File: src/rtl/fetch_unit.sv
// ----------------------------------------------------------------------------
// fetch_unit
//
// Purpose:
//   Instruction fetch front end. It issues one word-aligned fetch at a time to
//   instruction memory and queues each returned word together with its address
//   in a small FIFO for the decode stage. A redirect (taken branch or jump)
//   flushes the queue and restarts fetching at the new address. An in-flight
//   response that belongs to the old path is discarded in the DROP state.
//
// Parameters:
//   XLEN      address width in bits (32 or 64)
//   DEPTH     instruction queue entries (power of two, 2..16)
//   RESET_PC  first fetch address (word aligned)
//
// Ports:
//   i_clk              clock, all state updates on the rising edge
//   i_rst              asynchronous reset, active low
//   o_imem_req         fetch request valid
//   o_imem_addr        fetch address (word aligned)
//   i_imem_ready       memory accepts the request this cycle
//   i_imem_rvalid      fetch response valid
//   i_imem_rdata       fetched instruction word
//   i_redirect_valid   taken branch/jump: flush and refetch
//   i_redirect_pc      new fetch address (low two bits ignored)
//   i_halt             stop issuing new fetches while high
//   o_ins_valid        queue head valid
//   i_ins_ready        decode consumes the queue head this cycle
//   o_ins_data         queue head instruction (0 when the queue is empty)
//   o_ins_pc           queue head address (0 when the queue is empty)
// ----------------------------------------------------------------------------
module fetch_unit #(
    parameter int              XLEN     = 32,
    parameter int              DEPTH    = 4,
    parameter logic [XLEN-1:0] RESET_PC = '0
) (
    input  logic            i_clk,
    input  logic            i_rst,
    output logic            o_imem_req,
    output logic [XLEN-1:0] o_imem_addr,
    input  logic            i_imem_ready,
    input  logic            i_imem_rvalid,
    input  logic [31:0]     i_imem_rdata,
    input  logic            i_redirect_valid,
    input  logic [XLEN-1:0] i_redirect_pc,
    input  logic            i_halt,
    output logic            o_ins_valid,
    input  logic            i_ins_ready,
    output logic [31:0]     o_ins_data,
    output logic [XLEN-1:0] o_ins_pc
);

    localparam int            PW   = $clog2(DEPTH);
    localparam int            CW   = PW + 1;
    localparam logic [CW-1:0] FULL = CW'(DEPTH);

    typedef enum logic [1:0] {
        IDLE,
        REQ,
        WAIT,
        DROP
    } state_t;

    state_t          r_state;
    state_t          w_nextState;
    logic [XLEN-1:0] r_pc;
    logic [XLEN-1:0] r_reqAddr;
    logic [31:0]     r_qData [DEPTH];
    logic [XLEN-1:0] r_qPc   [DEPTH];
    logic [PW-1:0]   r_head;
    logic [PW-1:0]   r_tail;
    logic [CW-1:0]   r_count;
    logic [CW-1:0]   w_countNext;
    logic            w_accept;
    logic            w_push;
    logic            w_pop;

    // A redirect withdraws a pending request in the same cycle so the memory
    // never sees a handshake for an address on the abandoned path.
    assign o_imem_req  = (r_state == REQ) && !i_redirect_valid;
    assign o_imem_addr = r_pc;
    assign w_accept    = o_imem_req && i_imem_ready;

    // Redirect has priority: it suppresses both the push of a same-cycle
    // response and any pop requested by decode.
    assign w_push      = (r_state == WAIT) && i_imem_rvalid && !i_redirect_valid;
    assign o_ins_valid = (r_count != '0);
    assign w_pop       = o_ins_valid && i_ins_ready && !i_redirect_valid;

    assign o_ins_data  = o_ins_valid ? r_qData[r_head] : '0;
    assign o_ins_pc    = o_ins_valid ? r_qPc[r_head]   : '0;

    // Queue occupancy after this cycle's push/pop/flush.
    always_comb begin
        w_countNext = r_count;
        if (i_redirect_valid) begin
            w_countNext = '0;
        end else if (w_push && !w_pop) begin
            w_countNext = r_count + CW'(1);
        end else if (!w_push && w_pop) begin
            w_countNext = r_count - CW'(1);
        end
    end

    // Next-state logic. A fetch is only started while a queue slot is free,
    // so every accepted request always has room for its response. When a
    // redirect coincides with the response being waited for (in WAIT or DROP)
    // the stale response is consumed right there and fetching restarts,
    // otherwise DROP would wait for a response that never comes.
    always_comb begin
        w_nextState = r_state;
        case (r_state)
            IDLE: begin
                if (!i_halt && (r_count < FULL)) begin
                    w_nextState = REQ;
                end
            end
            REQ: begin
                if (w_accept) begin
                    w_nextState = WAIT;
                end
            end
            WAIT: begin
                if (i_redirect_valid) begin
                    if (i_imem_rvalid) begin
                        w_nextState = i_halt ? IDLE : REQ;
                    end else begin
                        w_nextState = DROP;
                    end
                end else if (i_imem_rvalid) begin
                    w_nextState = (i_halt || (w_countNext == FULL)) ? IDLE : REQ;
                end
            end
            DROP: begin
                if (i_imem_rvalid) begin
                    w_nextState = i_halt ? IDLE : REQ;
                end
            end
            default: w_nextState = IDLE;
        endcase
    end

    // State, fetch pointer and queue pointers. The address of the accepted
    // request is held in r_reqAddr so it can be queued with its response.
    always_ff @(posedge i_clk or negedge i_rst) begin
        if (!i_rst) begin
            r_state   <= IDLE;
            r_pc      <= RESET_PC;
            r_reqAddr <= RESET_PC;
            r_count   <= '0;
            r_head    <= '0;
            r_tail    <= '0;
        end else begin
            r_state <= w_nextState;
            r_count <= w_countNext;
            if (i_redirect_valid) begin
                r_pc   <= i_redirect_pc & ~XLEN'(3);
                r_head <= '0;
                r_tail <= '0;
            end else begin
                if (w_accept) begin
                    r_pc      <= r_pc + XLEN'(4);
                    r_reqAddr <= r_pc;
                end
                if (w_push) begin
                    r_tail <= r_tail + PW'(1);
                end
                if (w_pop) begin
                    r_head <= r_head + PW'(1);
                end
            end
        end
    end

    // Queue storage needs no reset: entries are only visible while counted.
    always_ff @(posedge i_clk) begin
        if (w_push) begin
            r_qData[r_tail] <= i_imem_rdata;
            r_qPc[r_tail]   <= r_reqAddr;
        end
    end

endmodule

File: config.mk
export PLATFORM = sky130hd
export DESIGN_NAME = fetch_unit
export DESIGN_NICKNAME = d
export VERILOG_FILES = /design/src/rtl/fetch_unit.sv
export SDC_FILE = /design/constraint.sdc
export NUM_CORES = 1
export LEC_CHECK = 0
export BUFFER_PORTS_ARGS = -buffer_cell sky130_fd_sc_hd__buf_2
export CAP_MARGIN = 20
export CORE_MARGIN = 3
export CORE_UTILIZATION = 45
export CTS_CLUSTER_DIAMETER = 30
export CTS_CLUSTER_SIZE = 28
export DETAILED_ROUTE_END_ITERATION = 7
export GPL_TIMING_DRIVEN = 1
export SLEW_MARGIN = 25
export SYNTH_ARGS = -nofsm -noshare
export SYNTH_HDL_FRONTEND = slang
export SYNTH_SLANG_ARGS = --single-unit
File: constraint.sdc
create_clock -name i_clk -period 3.1 [get_ports i_clk]
set_clock_uncertainty 0.05 [all_clocks]
set_input_delay 0.155 -clock i_clk [delete_from_list [all_inputs] [get_ports i_clk]]
set_output_delay 0.155 -clock i_clk [all_outputs]
set_load 0.005 [all_outputs]
Word-level counts from Yosys, hierarchy flattened
Memory sizes are Yosys's and may differ from the RTL's.
Cells that the tools add are included.
{"block": "word_totals", "reg_bits": 73, "mem_bits_rw": 256, "inputBits": 71, "out_inout_bits": 98, "word_cells": 66, "n_memories": 2}
{"block": "op_classes", "n_addsub": 5, "magnitude_cmp": 1, "eq_ne": 8, "muxes": 22, "bitwise": 1, "n_reduce_logical": 21}
{"memory": "r_qData", "depth": 4, "word_bits": 32, "rd": 1, "rd_clocked_by_memory_dff": 0, "write_ports": 1, "line_no": "68", "rtl": "logic [31:0] r_qData [DEPTH];"}
{"memory": "r_qPc", "depth": 4, "word_bits": 32, "rd": 1, "rd_clocked_by_memory_dff": 0, "write_ports": 1, "line_no": "69", "rtl": "logic [XLEN-1:0] r_qPc [DEPTH];"}
{"cell": "$mux W32", "n": 4}
{"cell": "$add A32 B3 Y32 const B", "n": 1}
{"cell": "$mux W2", "n": 10}
{"cell": "$logic_and A1 B1 Y1", "n": 9}
{"cell": "$mux W3", "n": 3}
{"cell": "$pmux W2 S4", "n": 1}
{"cell": "$ne A2 B2 Y1 const B", "n": 3}
{"cell": "$reduce_bool A2 Y1", "n": 3}
{"cell": "$add A2 B1 Y2 const B", "n": 2}
{"cell": "$eq A2 B2 Y1 const B", "n": 2}
{"cell": "$logic_not A1 Y1", "n": 4}
{"cell": "$mux W1", "n": 4}
{"cell": "$reduce_and A4 Y1", "n": 1}
{"cell": "$add A3 B1 Y3 const B", "n": 1}
{"cell": "$eq A3 B3 Y1 const B", "n": 1}
{"cell": "$lt A3 B3 Y1 const B", "n": 1}
{"cell": "$ne A3 B3 Y1 const B", "n": 1}
{"cell": "$reduce_bool A3 Y1", "n": 1}
{"cell": "$sub A3 B1 Y3 const B", "n": 1}
{"cell": "$eq A2 B1 Y1 const B", "n": 1}
{"cell": "$logic_not A2 Y1", "n": 1}
{"cell": "$reduce_and A2 Y1", "n": 1}
{"cell": "$logic_or A1 B1 Y1", "n": 1}
{"cell": "$not A1 Y1", "n": 1}

Depth between registers and ports, before layout
Gate-level depths: netlist of run 1.
{"block": "depth", "word_depth": 14, "ltp_mapped": 8, "mapped_depth_nobuf": 8}

Worst setup path after synthesis of run 1
No wires, ideal clock.
{"block": "synth_timing", "path_type": "reg-to-reg", "start": "reg r_state[0]", "end": "mem r_qData[0][0] (enable)", "setup_ns": 0.427, "t_arrival_ns": 2.351, "required_time_ns": 2.623, "setup_slack_ns": 0.273, "stages_incl_launch_ff": 4, "n_path_buf": 1, "synth_period_minus_slack_ns": 2.827, "cell_sequence": "dfrtp_1 buf_4 nor2_1 and3_1"}
{"block": "synth_between", "elab_chain_cells": 5}
{"element": "from (decl)", "line_no": "64", "rtl": "state_t r_state;"}
{"element": "from (signal assigned)", "line_no": "154", "rtl": "r_state <= w_nextState;"}
{"element": "$eq A2 B2 Y1", "line_no": "86", "rtl": "assign w_push = (r_state == WAIT) && i_imem_rvalid && !i_redirect_valid;"}
{"element": "$logic_and A1 B1 Y1 (2 in a row)", "line_no": "86"}
{"element": "$mux W1", "line_no": "177", "rtl": "if (w_push) begin"}
{"element": "$mux W1 (implied by the code)", "line_no": "178", "rtl": "r_qData[r_tail] <= i_imem_rdata;"}
{"element": "to (decl)", "line_no": "68"}
No other way between the ends.

Worst setup path in the final report of run 1
{"block": "layout_timing", "start": "reg r_head[0]", "end": "out o_ins_pc[16]"}
{"block": "layout_between", "elab_chain_cells": 2}
{"element": "from (decl)", "line_no": "70", "rtl": "logic [PW-1:0] r_head;"}
{"element": "from (signal assigned)", "line_no": "169", "rtl": "r_head <= r_head + PW'(1);"}
{"element": "$mem_v2 Z4 W32"}
{"element": "$mux W32", "line_no": "91", "rtl": "assign o_ins_pc = o_ins_valid ? r_qPc[r_head] : '0;"}
{"element": "to (decl)", "line_no": "50", "rtl": "output logic [XLEN-1:0] o_ins_pc"}
No other way between the ends.

==> impl_results.md, run 1 <==
- TritonRoute pass-1 iters: 6
- Multi-input logic area: 3417 µm²
- Register area share after synthesis: 71.83%
- DPL Wire Length: 16840 µm
- Initial antenna violation count: 0
- Crit path launch: r_head[0]
- Final count of negative-setup-slack endpoints: 0
- Routability cong.: 0.8098
- All-Layer GR Usage: 18.70%
- Horiz. Die Dim: around 170 µm
- Final period util: 88.49%
- Share of the synthesized area in the top cell type: about 58%
- Critical Path Stages: 4
- Vias in the first global route: 8075
- Synthesized instance count: 718
- CTS clk-pin slew, worst paths: ~0.05 ns
- Drt wl/cell: 19.51 µm
- Num ports: 169
- Slowest cell on crit path: dfrtp_4
- Pwr Density: 898.0 nW/µm²
- Reg2Reg Depth: 4
- Number of synthesized register bits: 317
- Core area: 27860 µm²
- CP endpoint: o_ins_pc[16]
- Via count: 7394
- IO Port Bufs: 162
- Antenna cells: 0
- Later-pin clock latency in the skew report: 0.54 ns
- Syn avg cell area: 17.79 µm²
- Sink Count: 317
- Most frequent cell after synthesis: edfxtp_1
- Root buffer cell: clkbuf_16
- Filler cell count: 2090
- Crit-path leading delay family: flip-flops
- FF-to-FF Start: r_state[1]
- Period minus WS final: 2.743 ns
- WP buf/inv: 2
- Worst path cell trace: buf_4 > mux4_2 > and2_1 > buf_2
- Starting Density: between 40% and 50%
- Actual slew at the worst max-slew pin: 0.9323 ns
- Maximum clock rate: around 360 MHz
- LEAKAGE: about 0.0063 µW
- DR iter-0 viols: 437
- EDFF count, synth: between 200 and 250
- Total grt overflow: 0
- RSZ-0062 raised after global routing: false
- Status: finished clean
- Area of the mapped netlist: 12770 µm²
- Die area: 30440 µm²
- Leading area contributor after synthesis: edfxtp_1
- CTS tree: yes
- FF+latch area: 9181 µm²
- Max stage delay on crit path: 0.80 ns
- Endpoints failing hold: 0
- Required time worst endpoint: 2.89 ns
- Library cells used by synthesis: 46
- Synth top area cells: edfxtp_1 58%, dfrtp_1 14%, mux4_2 11%
- CP max FO: 26
- Global-route wire length before repair: 44350 µm
- H-Tree Depth: 3
- Post-synth top cells: 248 x edfxtp_1, 69 x dfrtp_1, 62 x and2_1, 62 x mux4_2, 47 x nand2_1
- DIE HEIGHT: 174.5 µm
- Largest net degree at the start of global routing: 70
- Post-Route WL: roughly 28000 µm
- Worst setup path category: reg -> out
- Nets: roughly 1100
- Worst Path Arrival: between 2 and 3 ns
- Area grow syn2layout: 32.88%
- Longest Clk Path Bufs: 3
- RR Endpoint: r_qPc[1][21]
- Crit end category: primary output
- Placement Setup Slack: 0.7023 ns
- Area after DPL: 14120 µm²
- Via density: 5.178
- Post-route ant nets: 0
- Maxcap violations: 0
- Nature of the critical path startpoint: register
- Post-route cell area: about 17000 µm²
- Fraction of layout cells with a size suffix above 1: 37.62%
- # rows: 61
- Number of remaining DRC errors: 0
- Slew HR: 37.85%
- Asr flop ratio synth: 21.77%
- Synth warn: 0
- Max-slew violations: 0
- Hold/Removal Path Class: in -> reg
- Final setup TNS: 0 ns
- Setup WS post-layout: 0.3567 ns
- Peak supply drop: 457.1 µV
- Flop2flop setup slack: around 0.7 ns
- Synth Flop Type: edfxtp_1
- Cell depth of the worst min-delay path: 4
- CTS buffer count: 66
-- worst register-to-register path: stages, from the launching register on --
cell,delay (ns)
dfrtp_1,0.47
nand2_1,0.11
nor2_1,0.47
and3_4,0.64
buf_4,0.33
-- sequential cells by signal, summed over array words and instances (netlist names) --
signal / count
r_qPc: 120
r_state: 2
r_head: 2
o_imem_addr: 30
r_reqAddr: 30
r_tail: 2
r_count: 3
r_qData: 128
-- through the flow --
step	power, µW	utilization (%)	hold WS, ns	cells
after floorplan	7318	-	-0.1906	721
after global placement	8493	50.67	0.2965	1240
after detailed placement	8583	50.67	0.2958	1240
after CTS	15460	60.92	0.07562	1428
after global routing	15960	60.92	0.1054	1428
final	15240	60.92	0.1189	1428
-- report_power, final --
| group | leakage, µW | internal, µW | switching (µW) | total, µW |
|---|---|---|---|---|
| combinational | 0.00218 | 1550 | 1320 | 2870 |
| sequential | 0.00308 | 5140 | 491 | 5630 |
| clock | 0.00106 | 4490 | 2240 | 6730 |
| total | 0.00632 | 11200 | 4050 | 15200 |
-- logic make-up (layout without fill, tap and decap cells) --
group                    after synthesis  after routing  synth area share (%)
XOR/XNOR                              35             35                 2.400
other                                  1              4               0.02936
multiplexers                          95             95                 13.83
buffers and inverters                 49            378                 1.734
AO/OA/AOI/OAI                         44             44                 1.969
flip-flops                           317            317                 71.83
AND/OR/NAND/NOR                      169            169                 7.417
adder cells (fa/ha/maj)                8              8                0.7838
-- cell type report --
cell class	count	share of cell area (%)
sequential	317	54.10
inverter	11	0.2433
clock buffer	74	10.03
multi-input combinational	355	20.14
tap	378	2.787
timing repair buffer	246	9.865
clock inverter	47	2.831
-- timing repair --
item                                    in CTS  in global routing
hold endpoints to repair                   230                  0
setup buffers                                0                  0
hold buffers                                67                  0
gates resized for setup                      0                  0
endpoints found under the setup margin       0                  0
-- layout by cell type (no fill, tap or decap), types with 2 or more instances in the layout --
master	n
clkbuf_16	67
a21oi_1	3
mux2_2	32
a211oi_1	3
edfxtp_1	248
inv_1	11
clkinv_2	13
buf_2	161
xnor2_1	17
nor2_1	12
or3_1	3
nor3_1	6
nand4_1	6
clkinv_4	3
nand2_1	47
clkinvlp_4	6
xor2_1	18
buf_12	5
inv_6	7
dfrtp_1	67
ha_1	8
o21ai_1	2
dfrtp_4	2
bufinv_16	6
clkinv_1	7
nand3_1	10
clkbuf_1	7
and2_1	62
conb_1	4
and4_1	4
dlygate4sd3_1	67
and3_4	4
mux4_2	62
o21ai_0	30
clkinv_8	4
buf_4	13
-- per-layer routing --
metal	vias to the layer above	track usage [%]	part of all wire, %
li1	3333	-	-
met1	3737	24.41	44
met3	58	4.849	5.4
met5	-	0	0
met2	266	31.44	49
met4	0	4.960	1.9
-- worst min path at each step --
stage / endpoint / slack [ns] / start
after global placement: o_imem_addr[17] / 0.30 / i_rst
after detailed placement: o_imem_addr[17] / 0.30 / i_rst
after global routing: o_imem_addr[2] / 0.11 / i_imem_ready
final: o_imem_addr[2] / 0.12 / i_imem_ready
after floorplan: o_imem_addr[10] / -0.19 / i_rst
after CTS: o_imem_addr[30] / 0.08 / i_redirect_valid
Note: power is estimated with default switching activity, not from simulation.
==> run 2, diff against run 1 <==
--- a/config.mk
+++ b/config.mk
@@ -13,6 +13,7 @@
 export CTS_CLUSTER_SIZE = 28
 export DETAILED_ROUTE_END_ITERATION = 7
 export GPL_TIMING_DRIVEN = 1
+export PLACE_DENSITY = 0.73
 export SLEW_MARGIN = 25
 export SYNTH_ARGS = -nofsm -noshare
 export SYNTH_HDL_FRONTEND = slang
==> run 2 against run 1 <==
Compared with the run above:
- core utilization down 1.4 points
- sequential share of layout area is 1.3 points higher
- worst setup slack lost 0.14 ns
- final area decreased by 2.3%
- critical path depth rose by 5
- maximum frequency decreased by 4.8%
- count of clock-buffer cells in the layout is 9 lower
- final cell count shrank 1.4%
- hold slack worse by 0.048 ns
- first-iteration DRC count shrank 3.9%
- critical path type is now reg -> reg
- largest power group unchanged
- highest routed layer unchanged
==> impl_results.md, run 2 (same netlist as run 1, synthesis figures left out) <==
- Status: finished clean
- RSZ-0062 raised after global routing: false
- Endpoints failing hold: 0
- Starting Density: 45.84%
- All-Layer GR Usage: 17.72%
- Worst setup path category: reg -> reg
- H-Tree Depth: 2
- Worst Path Arrival: 3.25 ns
- LEAKAGE: 0.006119 µW
- Met1 usage: 24.42%
- Period minus WS final: slightly below 3 ns
- Horiz. Die Dim: 174.5 µm
- Required time worst endpoint: 3.47 ns
- Biggest regs: r_qData: 128 flops, r_qPc: 120 flops
- Grt peak-use layer: met2
- Maxcap violations: 0
- CTS clk-pin slew, worst paths: 0.05 ns
- Drt wl/cell: 18.89 µm
- Crit end category: register
- Root buffer cell: clkbuf_16
- Via count: between 7000 and 8000
- CP max FO: 21
- Flop2flop setup slack: 0.22 ns
- Nets: 1066
- Setup Fix Bufs, Post-CTS: 0
- Max reg flops: 128
- Met2 usage: 29.00%
- Antenna cells: 0
- Longest Clk Path Bufs: 3
- Area grow syn2layout: 29.78%
- Initial antenna violation count: 0
- DPL Wire Length: 15970 µm
- Multi-input logic area: 3417 µm²
- Die area: 30440 µm²
- TritonRoute pass-1 iters: 4
- Num ports: 169
- Final count of negative-setup-slack endpoints: 0
- Post-Route WL: 26600 µm
- Largest net degree at the start of global routing: 70
- Via density: 5.024
- Reg with most FFs: r_qData
- Commonest non-fill, non-tap cell in the layout: edfxtp_1
- Number of remaining DRC errors: 0
- Total grt overflow: 0
- CTS resizes: 0
- Most frequent cells in the layout: 248 x edfxtp_1, 161 x buf_2, 68 x dlygate4sd3_1
- Vias in the first global route: 7583
- Later-pin clock latency in the skew report: 0.54 ns
- Actual slew at the worst max-slew pin: between 0.9 and 1 ns
- Global-route wire length before repair: between 40000 and 50000 µm
- Fraction of layout cells with a size suffix above 1: between 30% and 40%
- Hold/Removal Path Class: in -> reg
- Final period util: 92.91%
- Post-route ant nets: 0
- DIE HEIGHT: between 150 and 200 µm
- IO Port Bufs: 162
- Peak supply drop: ~480 µV
- Core area: about 28000 µm²
- FF+latch area: 9181 µm²
- Sink Count: around 320
- Pwr Density: around 850 nW/µm²
- Nature of the critical path startpoint: register
- Hold Buf Count CTS: between 60 and 70
- Slew HR: approximately two fifths
- Total power: 14120 µW
- Final setup TNS: 0 ns
- Max-slew violations: 0
- Met3 global-route usage: 3.298%
- Filler cell count: 2105
- DR iter-0 viols: 420
- Maximum clock rate: 347.2 MHz
- CTS buffer count: 56
- # rows: 61
- Routability cong.: 0.7502
- CTS tree: yes
## run 2: cell types whose count changed in the layout (fill, tap and decap cells not counted), moves of 2 or more
cell	previous run	this run
clkbuf_16	67	57
clkinv_2	13	9
clkinv_8	4	0
inv_6	7	4
bufinv_16	6	4
clkinv_4	3	5
## run 2: critical path, cell delays in order (launching register included)
cell and delay (ns):
dfrtp_1 0.41, inv_1 0.12, ha_1 0.20, nand2b_2 0.33
nand2_1 0.23, xnor2_1 0.20, a2bb2oi_1 0.19, o311ai_0 0.35
a21oi_1 0.11, dlygate4sd3_1 0.57
## run 2: path summary, 6_finish.rpt
check,start,end,cells past startpoint
max,r_count[1],r_state[0],9
min,i_imem_ready,o_imem_addr[2],4
max reg2reg,r_count[1],r_state[0],9
min reg2reg,r_reqAddr[22],r_qPc[3][22],0
max in group asynchronous,i_rst,r_head[1],2
min in group asynchronous,i_rst,r_reqAddr[17],2
## run 2: stage by stage
step	setup WS [ns]	instances	util, %	area [µm²]	hold WS, ns
6_report	0.2198	1408	59.50	16570	0.07075
5_1_grt	0.005010	1408	59.50	16570	0.07970
4_1_cts	0.1845	1408	59.50	16570	0.06192
3_5_place_dp	0.7392	1239	50.64	14110	0.2947
3_3_place_gp	0.8076	1239	50.64	14110	0.2916
2_1_floorplan	0.2726	721	-	12780	-0.1906
## run 2: cell type report
cell class | instances | area share, %
clock buffer | 65 | 8.847
clock inverter | 36 | 1.925
inverter | 11 | 0.2491
multi-input combinational | 355 | 20.62
sequential | 317 | 55.39
tap | 378 | 2.853
timing repair buffer | 246 | 10.12
## run 2: per-layer routing
metal  up-vias  wire length, µm
li1       3287                -
met1      3510            11490
met2       217            13000
met3        60             1508
met4         0              599
met5         -                0
## run 2: where the power goes
group          internal [µW]  total (µW)  switching [µW]
combinational           1560        2830            1280
clock                   3700        5650            1950
sequential              5140        5640             496
==> run 3, diff against run 2 <==
==> constraint.sdc (replaced) <==
create_clock -name i_clk -period 3 [get_ports i_clk]
set_clock_uncertainty 0.05 [all_clocks]
set_input_delay 0.6 -clock i_clk [delete_from_list [all_inputs] [get_ports i_clk]]
set_output_delay 0.6 -clock i_clk [all_outputs]
set_load 0.005 [all_outputs]
==> run 3 against run 2 <==
Compared with the run above:
- worst setup slack worse by 0.046 ns
- final cell count decreased by 3.4%
- clock power grew 16%
- power up 8.7%
- count of clock-buffer cells in the layout rose by 3
- combinational power increased by 9.5%
- sequential power is 1% higher
- first-iteration DRC count increased by 26%
- largest power group unchanged
==> impl_results.md, run 3 (same netlist as run 1, synthesis figures left out) <==
- Status: finished clean
- Filler cell count: 2135
- Actual slew at the worst max-slew pin: 0.9123 ns
- Vias in the first global route: roughly 7500
- Drt wl/cell: between 15 and 20 µm
- Die area: 30440 µm²
- Longest Clk Path Bufs: 3
- Number of remaining DRC errors: 0
- Endpoints failing hold: 0
- Worst hold slack: 0.1240 ns
- CTS buffer count: 60
- FF-to-FF Start: o_imem_addr[12]
- Flop2flop setup slack: around 0.68 ns
- IO Port Bufs: 162
- Slew HR: between 30% and 40%
- Largest net degree at the start of global routing: 70
- Total grt overflow: 0
- Num ports: between 150 and 200
- All-Layer GR Usage: 17.44%
- Commonest non-fill, non-tap cell in the layout: edfxtp_1
- Max reg flops: between 100 and 150
- Root buffer cell: clkbuf_16
- Maximum clock rate: approximately 350 MHz
- Total power: 15350 µW
- DIE HEIGHT: approximately 170 µm
- Most frequent cells in the layout: 248 x edfxtp_1, 161 x buf_2, 67 x dfrtp_1
- Final period util: 94.22%
- Finished Core Util: roughly three fifths
- Global-route wire length before repair: 41670 µm
- Pwr Density: roughly 940 nW/µm²
- Horiz. Die Dim: 174.5 µm
- Post-Route WL: 26150 µm
- Final setup TNS: 0 ns
- CP endpoint: o_ins_data[4]
- CP max FO: 25
- Nature of the critical path startpoint: register
- Biggest regs: r_qData: 128 flops, r_qPc: 120 flops
- DR iter-0 viols: 530
- Worst setup path category: reg -> out
- Hold Buf Count CTS: 0
- Antenna cells: 0
- Post-route ant nets: 0
- Final count of negative-setup-slack endpoints: 0
- CTS clk-pin slew, worst paths: approximately 0.050 ns
- RSZ-0062 raised after global routing: false
- DPL Wire Length: 16360 µm
- Peak supply drop: 493.1 µV
- Area grow syn2layout: 27.57%
- Max-slew violations: 0
- Initial antenna violation count: 1
- Fraction of layout cells with a size suffix above 1: 40.43%
- # rows: 61
- Worst Path Arrival: roughly 2.2 ns
- Period minus WS final: 2.827 ns
- Via count: a little over 7000
- Crit end category: primary output
- Routability cong.: 0.7619
- LEAKAGE: around 0.0060 µW
- Hold/Removal Path Class: in -> async
- Reg with most FFs: r_qData
- Starting Density: a little under half
- Later-pin clock latency in the skew report: roughly 0.56 ns
- Crit path launch: r_head[0]
- Nets: 1010
- H-Tree Depth: 2
- Sink Count: 317
- TritonRoute pass-1 iters: 5
- Via density: between 5 and 6
- RR Endpoint: o_imem_addr[30]
- CTS tree: yes
- Reg2Reg Depth: 6
- Maxcap violations: 0
- Core area: 27860 µm²
- Required time worst endpoint: 2.35 ns
run 3: cell count changes in the layout (fill, tap and decap cells not counted), sizes merged:
cell,previous run,this run
dlygate4sd3,68,0
bufinv,4,7
inv,15,17
buf,178,186
clkinv,22,23
clkbuf,65,68
clkinvlp,6,9
run 3: power breakdown:
group          leakage, µW  switching (µW)  internal, µW
Clock             0.000967            2230          4310
Sequential         0.00308             397          5310
Combinational      0.00196            1440          1660
run 3: worst min path at each step:
stage	to	cells past startpoint
2_1_floorplan	o_imem_addr[10]	0
6_report	o_imem_addr[17]	1
5_1_grt	o_imem_addr[17]	1
3_3_place_gp	r_qPc[3][2]	0
4_1_cts	o_imem_addr[18]	1
3_5_place_dp	r_qPc[1][15]	0
run 3: stage by stage:
step                      instances  cell area, µm²  setup WS, ns
after floorplan                 721           12780       0.03407
after detailed placement       1244           14220        0.5103
final                          1360           16290        0.1734
after CTS                      1360           16290       0.03126
after global placement         1244           14220        0.5393
after global routing           1360           16290       0.04565
run 3: layout make-up:
cell class | count | area [µm²] | area share [%]
clock buffer | 68 | 1531 | 9.400
clock inverter | 45 | 499.2 | 3.064
sequential | 317 | 9181 | 56.36
tap | 378 | 473.0 | 2.903
multi-input combinational | 355 | 3422 | 21.00
timing repair buffer | 186 | 1144 | 7.019
inverter | 11 | 41.29 | 0.2534
run 3: worst max-delay path, cell delays in order, from the launching register on:
cell	delay, ns
dfrtp_4	0.42
buf_12	0.13
buf_12	0.23
mux4_2	0.54
and2_1	0.17
buf_2	0.12
run 3: metal layers:
metal  part of all wire [%]  track usage (%)  vias up
met5                      0                0        -
met3                    6.0            3.604       40
met1                     44            24.09     3544
met2                     49            28.73      243
met4                    1.5            4.323        0
li1                       -                -     3215
run 3: what timing repair did:
item	CTS	global route
endpoints found under the setup margin	18	18
setup buffers	3	0
resized for setup	0	1
pin swaps	0	0
